==> src/rtl/fetch_dec_pkg.sv <==
// Shared widths, slot ordering and packet layout for the fetch-to-decode packet buffer.
package fetch_dec_pkg;

   localparam int FETCH_WIDTH = 4;
   localparam int INST_W      = 16;
   localparam int VEC_W       = FETCH_WIDTH * INST_W;
   localparam int PKT_W       = 3 * VEC_W + FETCH_WIDTH;

   localparam logic [INST_W-1:0] NOP_INST = 16'h0000;

   // Slot 0 occupies the most significant lane of every vector and the top bit of per-slot masks.
   localparam int SLOT0_BIT = FETCH_WIDTH - 1;

   typedef struct packed {
      logic [VEC_W-1:0]       pc;
      logic [VEC_W-1:0]       inst;
      logic [VEC_W-1:0]       recv_pc;
      logic [FETCH_WIDTH-1:0] pred;
   } pkt_t;

   function automatic int slot_bit(input int slot);
      return SLOT0_BIT - slot;
   endfunction

   function automatic logic [FETCH_WIDTH-1:0] slot_valid(input logic [VEC_W-1:0] inst);
      logic [FETCH_WIDTH-1:0] vld;
      vld = '0;
      for (int s = 0; s < FETCH_WIDTH; s++) begin
         vld[slot_bit(s)] = (inst[VEC_W-1-s*INST_W -: INST_W] != NOP_INST);
      end
      return vld;
   endfunction

endpackage

==> src/rtl/fetch_dec_pkt_ram.sv <==
// Packet storage: DEPTH x PKT_W register array, one write port, one asynchronous read port.
module fetch_dec_pkt_ram
   import fetch_dec_pkg::*;
#(
   parameter int DEPTH = 2,
   parameter int PTR_W = 1
) (
   input  logic             clk,
   input  logic             wr_en,
   input  logic [PTR_W-1:0] wr_addr,
   input  logic [PKT_W-1:0] wr_data,
   input  logic [PTR_W-1:0] rd_addr,
   output logic [PKT_W-1:0] rd_data
);

   logic [PKT_W-1:0] mem [DEPTH];

   // Contents are never reset; the top masks stale entries instead.
   always_ff @(posedge clk) begin
      if (wr_en) begin
         mem[wr_addr] <= wr_data;
      end
   end

   assign rd_data = mem[rd_addr];

endmodule

==> src/rtl/fetch_dec_pkt_buf.sv <==
// Decode-side fetch packet FIFO with per-slot valid derivation and flush.
// Optional FETCH_DEC_BYPASS_EN: an empty buffer forwards the incoming packet combinationally.
module fetch_dec_pkt_buf
   import fetch_dec_pkg::*;
#(
   parameter int DEPTH = 2,
   parameter int PTR_W = 1
) (
   input  logic                   clk,
   input  logic                   rst_n,
   input  logic                   fet_valid,
   output logic                   fet_ready,
   input  logic [VEC_W-1:0]       pc_from_fet,
   input  logic [VEC_W-1:0]       inst_from_fet,
   input  logic [VEC_W-1:0]       recv_pc_from_fet,
   input  logic [FETCH_WIDTH-1:0] pred_from_fet,
   input  logic                   flush,
   input  logic                   dec_ready,
   output logic                   dec_valid,
   output logic [VEC_W-1:0]       pc_to_dec,
   output logic [VEC_W-1:0]       inst_to_dec,
   output logic [VEC_W-1:0]       recv_pc_to_dec,
   output logic [FETCH_WIDTH-1:0] pred_to_dec,
   output logic [FETCH_WIDTH-1:0] slot_vld_to_dec,
   output logic [PTR_W:0]         occupancy
);

   localparam logic [PTR_W:0] FULL_CNT = (PTR_W+1)'(DEPTH);

   logic [PTR_W-1:0] wr_ptr;
   logic [PTR_W-1:0] rd_ptr;
   logic [PTR_W:0]   count;
   logic             stored_valid;
   logic             bypass_take;
   logic             push;
   logic             pop;
   pkt_t             in_pkt;
   pkt_t             head_pkt;
   pkt_t             out_pkt;
   logic [PKT_W-1:0] ram_rd_data;

   assign in_pkt       = {pc_from_fet, inst_from_fet, recv_pc_from_fet, pred_from_fet};
   assign head_pkt     = ram_rd_data;
   assign stored_valid = (count != '0);
   assign fet_ready    = (count != FULL_CNT);

`ifdef FETCH_DEC_BYPASS_EN
   logic bypass_live;
   assign bypass_live = !stored_valid && fet_valid && !flush;
   assign dec_valid   = (stored_valid || bypass_live) && !flush;
   assign bypass_take = bypass_live && dec_ready;
   assign out_pkt     = bypass_live ? in_pkt : head_pkt;
`else
   assign dec_valid   = stored_valid;
   assign bypass_take = 1'b0;
   assign out_pkt     = head_pkt;
`endif

   // A packet consumed straight through the bypass is never written into storage.
   assign push = fet_valid && fet_ready && !bypass_take && !flush;
   assign pop  = stored_valid && dec_ready && !flush;

   always_ff @(posedge clk or negedge rst_n) begin
      if (!rst_n) begin
         wr_ptr <= '0;
         rd_ptr <= '0;
         count  <= '0;
      end else if (flush) begin
         wr_ptr <= '0;
         rd_ptr <= '0;
         count  <= '0;
      end else begin
         if (push) begin
            wr_ptr <= wr_ptr + 1'b1;
         end
         if (pop) begin
            rd_ptr <= rd_ptr + 1'b1;
         end
         case ({push, pop})
            2'b10:   count <= count + 1'b1;
            2'b01:   count <= count - 1'b1;
            default: count <= count;
         endcase
      end
   end

   fetch_dec_pkt_ram #(
      .DEPTH (DEPTH),
      .PTR_W (PTR_W)
   ) u_ram (
      .clk     (clk),
      .wr_en   (push),
      .wr_addr (wr_ptr),
      .wr_data (in_pkt),
      .rd_addr (rd_ptr),
      .rd_data (ram_rd_data)
   );

   // Stale storage is hidden whenever nothing valid is presented.
   assign {pc_to_dec, inst_to_dec, recv_pc_to_dec, pred_to_dec} = dec_valid ? out_pkt : '0;
   assign slot_vld_to_dec = slot_valid(inst_to_dec);
   assign occupancy       = count;

endmodule

==> config.mk <==
export PLATFORM = sky130hd
export DESIGN_NAME = fetch_dec_pkt_buf
export DESIGN_NICKNAME = d
export VERILOG_FILES = /design/src/rtl/fetch_dec_pkg.sv /design/src/rtl/fetch_dec_pkt_ram.sv /design/src/rtl/fetch_dec_pkt_buf.sv
export SDC_FILE = /design/constraint.sdc
export NUM_CORES = 1
export LEC_CHECK = 0
export ABC_AREA = 1
export CAP_MARGIN = 10
export CORE_UTILIZATION = 35
export CTS_CLUSTER_SIZE = 16
export DETAILED_ROUTE_END_ITERATION = 10
export PLACE_DENSITY_LB_ADDON = 0.1
export SYNTH_ARGS = -nofsm -noshare
export SYNTH_HDL_FRONTEND = slang
export SYNTH_HIERARCHICAL = 1
export SYNTH_SLANG_ARGS = --single-unit
==> constraint.sdc <==
create_clock -name clk -period 12.3 [get_ports clk]
set_input_delay 1.23 -clock clk [delete_from_list [all_inputs] [get_ports clk]]
set_output_delay 1.23 -clock clk [all_outputs]
set_load 0.02 [all_outputs]
# [Word level (Yosys, flattened, before mapping)]
# Memory sizes are Yosys's and may differ from the RTL's.
# Index checks and enable logic that the tools add are counted.
[totals] regBits=4 mem_bits_rw=392 inputBits=201 out_inout_bits=204 word_cells=33 n_memories=1
[classes] add_sub_neg=4 eq_ne=3 n_mux=9 reduce_logical=13
[memory_table] memory="u_ram.mem" words=2 word_bits=196 rd=1 rd_ports_with_merged_regs=0 write_ports=1 line_no="fetch_dec_pkt_ram.sv:16" source="logic [PKT_W-1:0] mem [DEPTH];"
[ops] operator="196-bit two-way mux" count=1
[ops] operator="16-bit nonzero test" count=4
[ops] operator="1-bit two-way mux" count=6
[ops] operator="2-bit nonzero test" count=3
[ops] operator="1-bit logical AND" count=4
[ops] operator="2-bit one-hot mux with 2 select lines" count=1
[ops] operator="3-bit nonzero test" count=1
[ops] operator="1-bit adder (second input constant)" count=2
[ops] operator="2-bit by 1-bit adder with 2-bit output (second input constant)" count=1
[ops] operator="2-bit by 1-bit equality test with 1-bit output (second input constant)" count=1
[ops] operator="2-bit equality test (second input constant)" count=1
[ops] operator="2-bit two-way mux" count=1
[ops] operator="2-bit != test (second input constant)" count=1
[ops] operator="2-bit by 1-bit subtractor with 2-bit output (second input constant)" count=1
[ops] operator="1-bit zero test" count=1

# [Logic depth before layout (Yosys ltp)]
[depth] word_depth=6 depth_mapped=12 ltp_nobuf=9

# [Modules after synthesis]
# Netlist, hierarchy kept.
[modules_own_cells] module="fetch_dec_pkt_ram" n_inst=1 cells_each=1028 area_each_um2=14315.0 seq_area_each_um2=11771.3
[modules_own_cells] module="fetch_dec_pkt_buf" n_inst=1 cells_each=502 area_each_um2=2105.8 seq_area_each_um2=100.1

# [Worst setup path before layout]
# Ideal clock, no wire load.
[synth_path] kind="in2reg" startpoint="in fet_valid" endpoint="mem u_ram/mem[0][0] (netlist name), enable pin" setup_ps=758 arrival_time_ps=9678 t_required_ps=11542 path_slack_ps=1864 path_stages=4 n_path_buf=0 cell_sequence="nand2_2 -> nor2_1 -> inv_1 -> nor2_1"
[synth_between] elab_chain_len=4
[synth_rtl] item="start: declaration" line_no="fetch_dec_pkt_buf.sv:11" source="input logic fet_valid,"
[synth_rtl] item="1-bit logical AND (2 in series)" line_no="fetch_dec_pkt_buf.sv:60" source="assign push = fet_valid && fet_ready && !bypass_take && !flush;"
[synth_rtl] item="named net push" line_no="fetch_dec_pkt_buf.sv:35" source="logic push;"
[synth_rtl] item="1-bit two-way mux" line_no="fetch_dec_pkt_ram.sv:20" source="if (wr_en) begin"
[synth_rtl] item="1-bit two-way mux (not written as such)" line_no="fetch_dec_pkt_ram.sv:21" source="mem[wr_addr] <= wr_data;"
[synth_rtl] item="end: declaration" line_no="fetch_dec_pkt_ram.sv:16"
# The timed path passes the listed nets, and every way through them passes these cells.

==> results.sh <==
export IMPL_io_pins=405
export IMPL_end_kind="primary output"
export IMPL_cp_data_required_time_ns=11.07
export IMPL_clock_latency_ns=0.56
export IMPL_ys_types=19
export IMPL_syn_area_per_cell_um2=10.73
export IMPL_yosysSeqAreaShare=0.7230
export IMPL_multi_input_area_um2=3307
export IMPL_grt_pass1_wl_um=62530
export IMPL_cts_setup_buffers=0
export IMPL_placement_io_buffers=404
export IMPL_fillCellCount=4353
export IMPL_rows=79
export IMPL_fp_dieW_um=218.6
export IMPL_holdWs_ns=0.6071
export IMPL_grt_usage=0.1719
export IMPL_fin_nets=2128
export IMPL_setup_violations_final=0
export IMPL_final_setup_skew_ns=0.007754
export IMPL_clk_pin_slew_worst_paths_ns=0.06
export IMPL_reg2reg_depth=8
export IMPL_hpwl_um=26160
export IMPL_synth_area_um2=16420
export IMPL_start_kind="flip-flop"
export IMPL_finalMaxSlewViolations=0
export IMPL_netlist_instances=1530
export IMPL_post_route_drc_count=0
export IMPL_die_y_um=218.6
export IMPL_cap_violations=0
export IMPL_hp_class="reg -> reg"
export IMPL_tightest_slew_ns=1.095
export IMPL_fin_crit_sh=0.4569
export IMPL_rsz0062_at_grt="false"
export IMPL_cts_htree_levels=2
export IMPL_drive_above_1_share=0.04179
export IMPL_clock_sinks=396
export IMPL_tns_ns=0
export IMPL_dr_pass1_iters=4
export IMPL_gr_total_overflow=0
export IMPL_cts_tree="yes"
export IMPL_worstPathMaxFanout=82
export IMPL_grt_pass1_vias=10729
export IMPL_power_per_cell_area_nw_per_um2=223.1
export IMPL_routed_wl_um=41600
export IMPL_antenna_found_initial=9
export IMPL_peakVddDrop_mv=0.1252
export IMPL_period_needed_ns=5.620
export IMPL_place_congestion=0.7768
export IMPL_num_vias=11106
export IMPL_wl_per_cell_um=16.17
export IMPL_p_leak_nw=9.187
export IMPL_synth_nets=1731
export IMPL_cts_buffers=45
export IMPL_vias_per_cell=4.316
export IMPL_postCtsHoldBufs=0
export IMPL_holdPathStages=1
export IMPL_postLayoutSetupSlackWorst_ns=6.680
export IMPL_crit_arrival_ns=4.39
export IMPL_pre_cts_slack_ns=7.125
export IMPL_critPathKind="reg -> out"
export IMPL_status="finished clean"
export IMPL_clk_path_buf_depth=3
export IMPL_ys_warn_count=6
export IMPL_grt_max_degree=126
export IMPL_drtIter0Drc=601
export IMPL_hold_viol_final=0
export IMPL_regArea_um2=11880
export IMPL_dieArea_um2=47790
export IMPL_core_area_um2=46460
export IMPL_cts_resized=0
export IMPL_start_util=0.3535
export IMPL_ys_seq_elements=396
export IMPL_slew_headroom=0.2702
export IMPL_area_growth_pct=35.68
export IMPL_antenna_left=0
export IMPL_fmax_mhz=177.9
export IMPL_cts_root_buffer="clkbuf_16"
synthesized netlist by cell type, drive strengths merged:
cell    instances  share of area
nand3           5         0.0015
nand2         622           0.14
nor3            4         0.0018
nor2          228          0.053
inv           205          0.047
nor3b           1        0.00046
edfxtp        392           0.72
dfrtp           4         0.0061
buf            64          0.029
o21a            1        0.00046
a21oi           1        0.00053
nand3b          1        0.00046
a31oi           2        0.00076
worst max-delay path, stage by stage, from the launching register on:
cell             delay [ns]
dfrtp_4                0.74
buf_4                  0.83
buf_4                  0.81
nand2_1                0.11
nand2_1                0.11
inv_1                  0.05
nor2_1                 0.14
nor2_1                 0.06
nand2_1                0.09
nor2_1                 0.05
nand3_1                0.07
clkdlybuf4s50_1        0.60
power breakdown:
part	internal [mW]	total, mW	leakage, nW	switching (mW)
clock network	0.778	1.30	0.700	0.519
logic	0.739	1.95	4.85	1.21
registers	1.68	1.72	3.64	0.0490
final timing paths:
path,startpoint,end,slack [ns]
worst min register to register,wr_ptr$_DFFE_PN0P_,wr_ptr$_DFFE_PN0P_,0.61
worst min-delay path,wr_ptr$_DFFE_PN0P_,wr_ptr$_DFFE_PN0P_,0.61
worst max-delay path,rd_ptr$_DFFE_PN0P_,slot_vld_to_dec[2],6.68
min in group asynchronous,rst_n,rd_ptr$_DFFE_PN0P_,0.90
max in group asynchronous,rst_n,rd_ptr$_DFFE_PN0P_,11.19
worst max register to register,occupancy[0]$_DFFE_PN0P_,u_ram/mem[0][68]$_DFFE_PP_,9.13
cell usage in the layout (no fill, tap or decap):
cell	netlist	routed
nand3b_1	1	1
dfrtp_4	0	1
clkinv_1	0	9
clkbuf_16	0	45
nor3_1	2	2
inv_8	0	1
a21oi_2	1	1
clkdlybuf4s50_1	0	404
nor2_4	1	2
nor2_1	227	226
clkinv_2	0	9
nand2_1	621	621
diode_2	0	4
nand2_2	1	1
clkbuf_1	0	10
clkinvlp_4	0	1
nand3_1	5	5
dfrtp_1	4	3
inv_6	0	4
nor3b_1	1	1
buf_4	23	10
o21a_1	1	1
bufinv_16	0	5
nor3_2	2	2
inv_1	204	203
edfxtp_1	392	392
a31oi_1	2	2
per-layer routing:
| layer | global-route usage | share of wire | vias to the layer above |
|---|---|---|---|
| li1 | - | - | 5598 |
| met4 | 0.05315 | 0.018 | 10 |
| met1 | 0.2217 | 0.43 | 5172 |
| met5 | 0 | 0.0018 | - |
| met3 | 0.05164 | 0.073 | 59 |
| met2 | 0.2767 | 0.47 | 267 |
flip-flops by register name (all words and copies together), names as in the netlist:
| register | cells |
|---|---|
| occupancy | 2 |
| u_ram/mem | 392 |
| rd_ptr | 1 |
| wr_ptr | 1 |
cells by family (layout without fill, tap and decap cells):
group           after synthesis  after routing  share of synthesized area
compound gates                4              4                   0.001753
buf+inv                     269            701                    0.07612
flops                       396            396                     0.7230
other cells                   0              4                          0
simple gates                861            861                     0.1992
final cells by class:
type / count / area share
Multi-Input combinational cell: 865 / 0.1484
Tap cell: 607 / 0.03409
Antenna cell: 4 / 0.0004493
Clock buffer: 55 / 0.05223
Inverter: 205 / 0.03510
Sequential cell: 396 / 0.5330
Clock inverter: 27 / 0.01179
Timing Repair Buffer: 414 / 0.1849
metrics by stage:
stage | power (mW) | instance area, um^2 | utilization | std cells
CTS | 5.059 | 22270 | 0.4793 | 2569
detailed placement | 3.736 | 20840 | 0.4486 | 2487
finish | 4.969 | 22280 | 0.4796 | 2573
global route | 5.256 | 22270 | 0.4795 | 2571
floorplan | 2.915 | 16420 | - | 1530
global placement | 3.740 | 20840 | 0.4486 | 2487
Note: power is estimated with default switching activity, not from simulation.
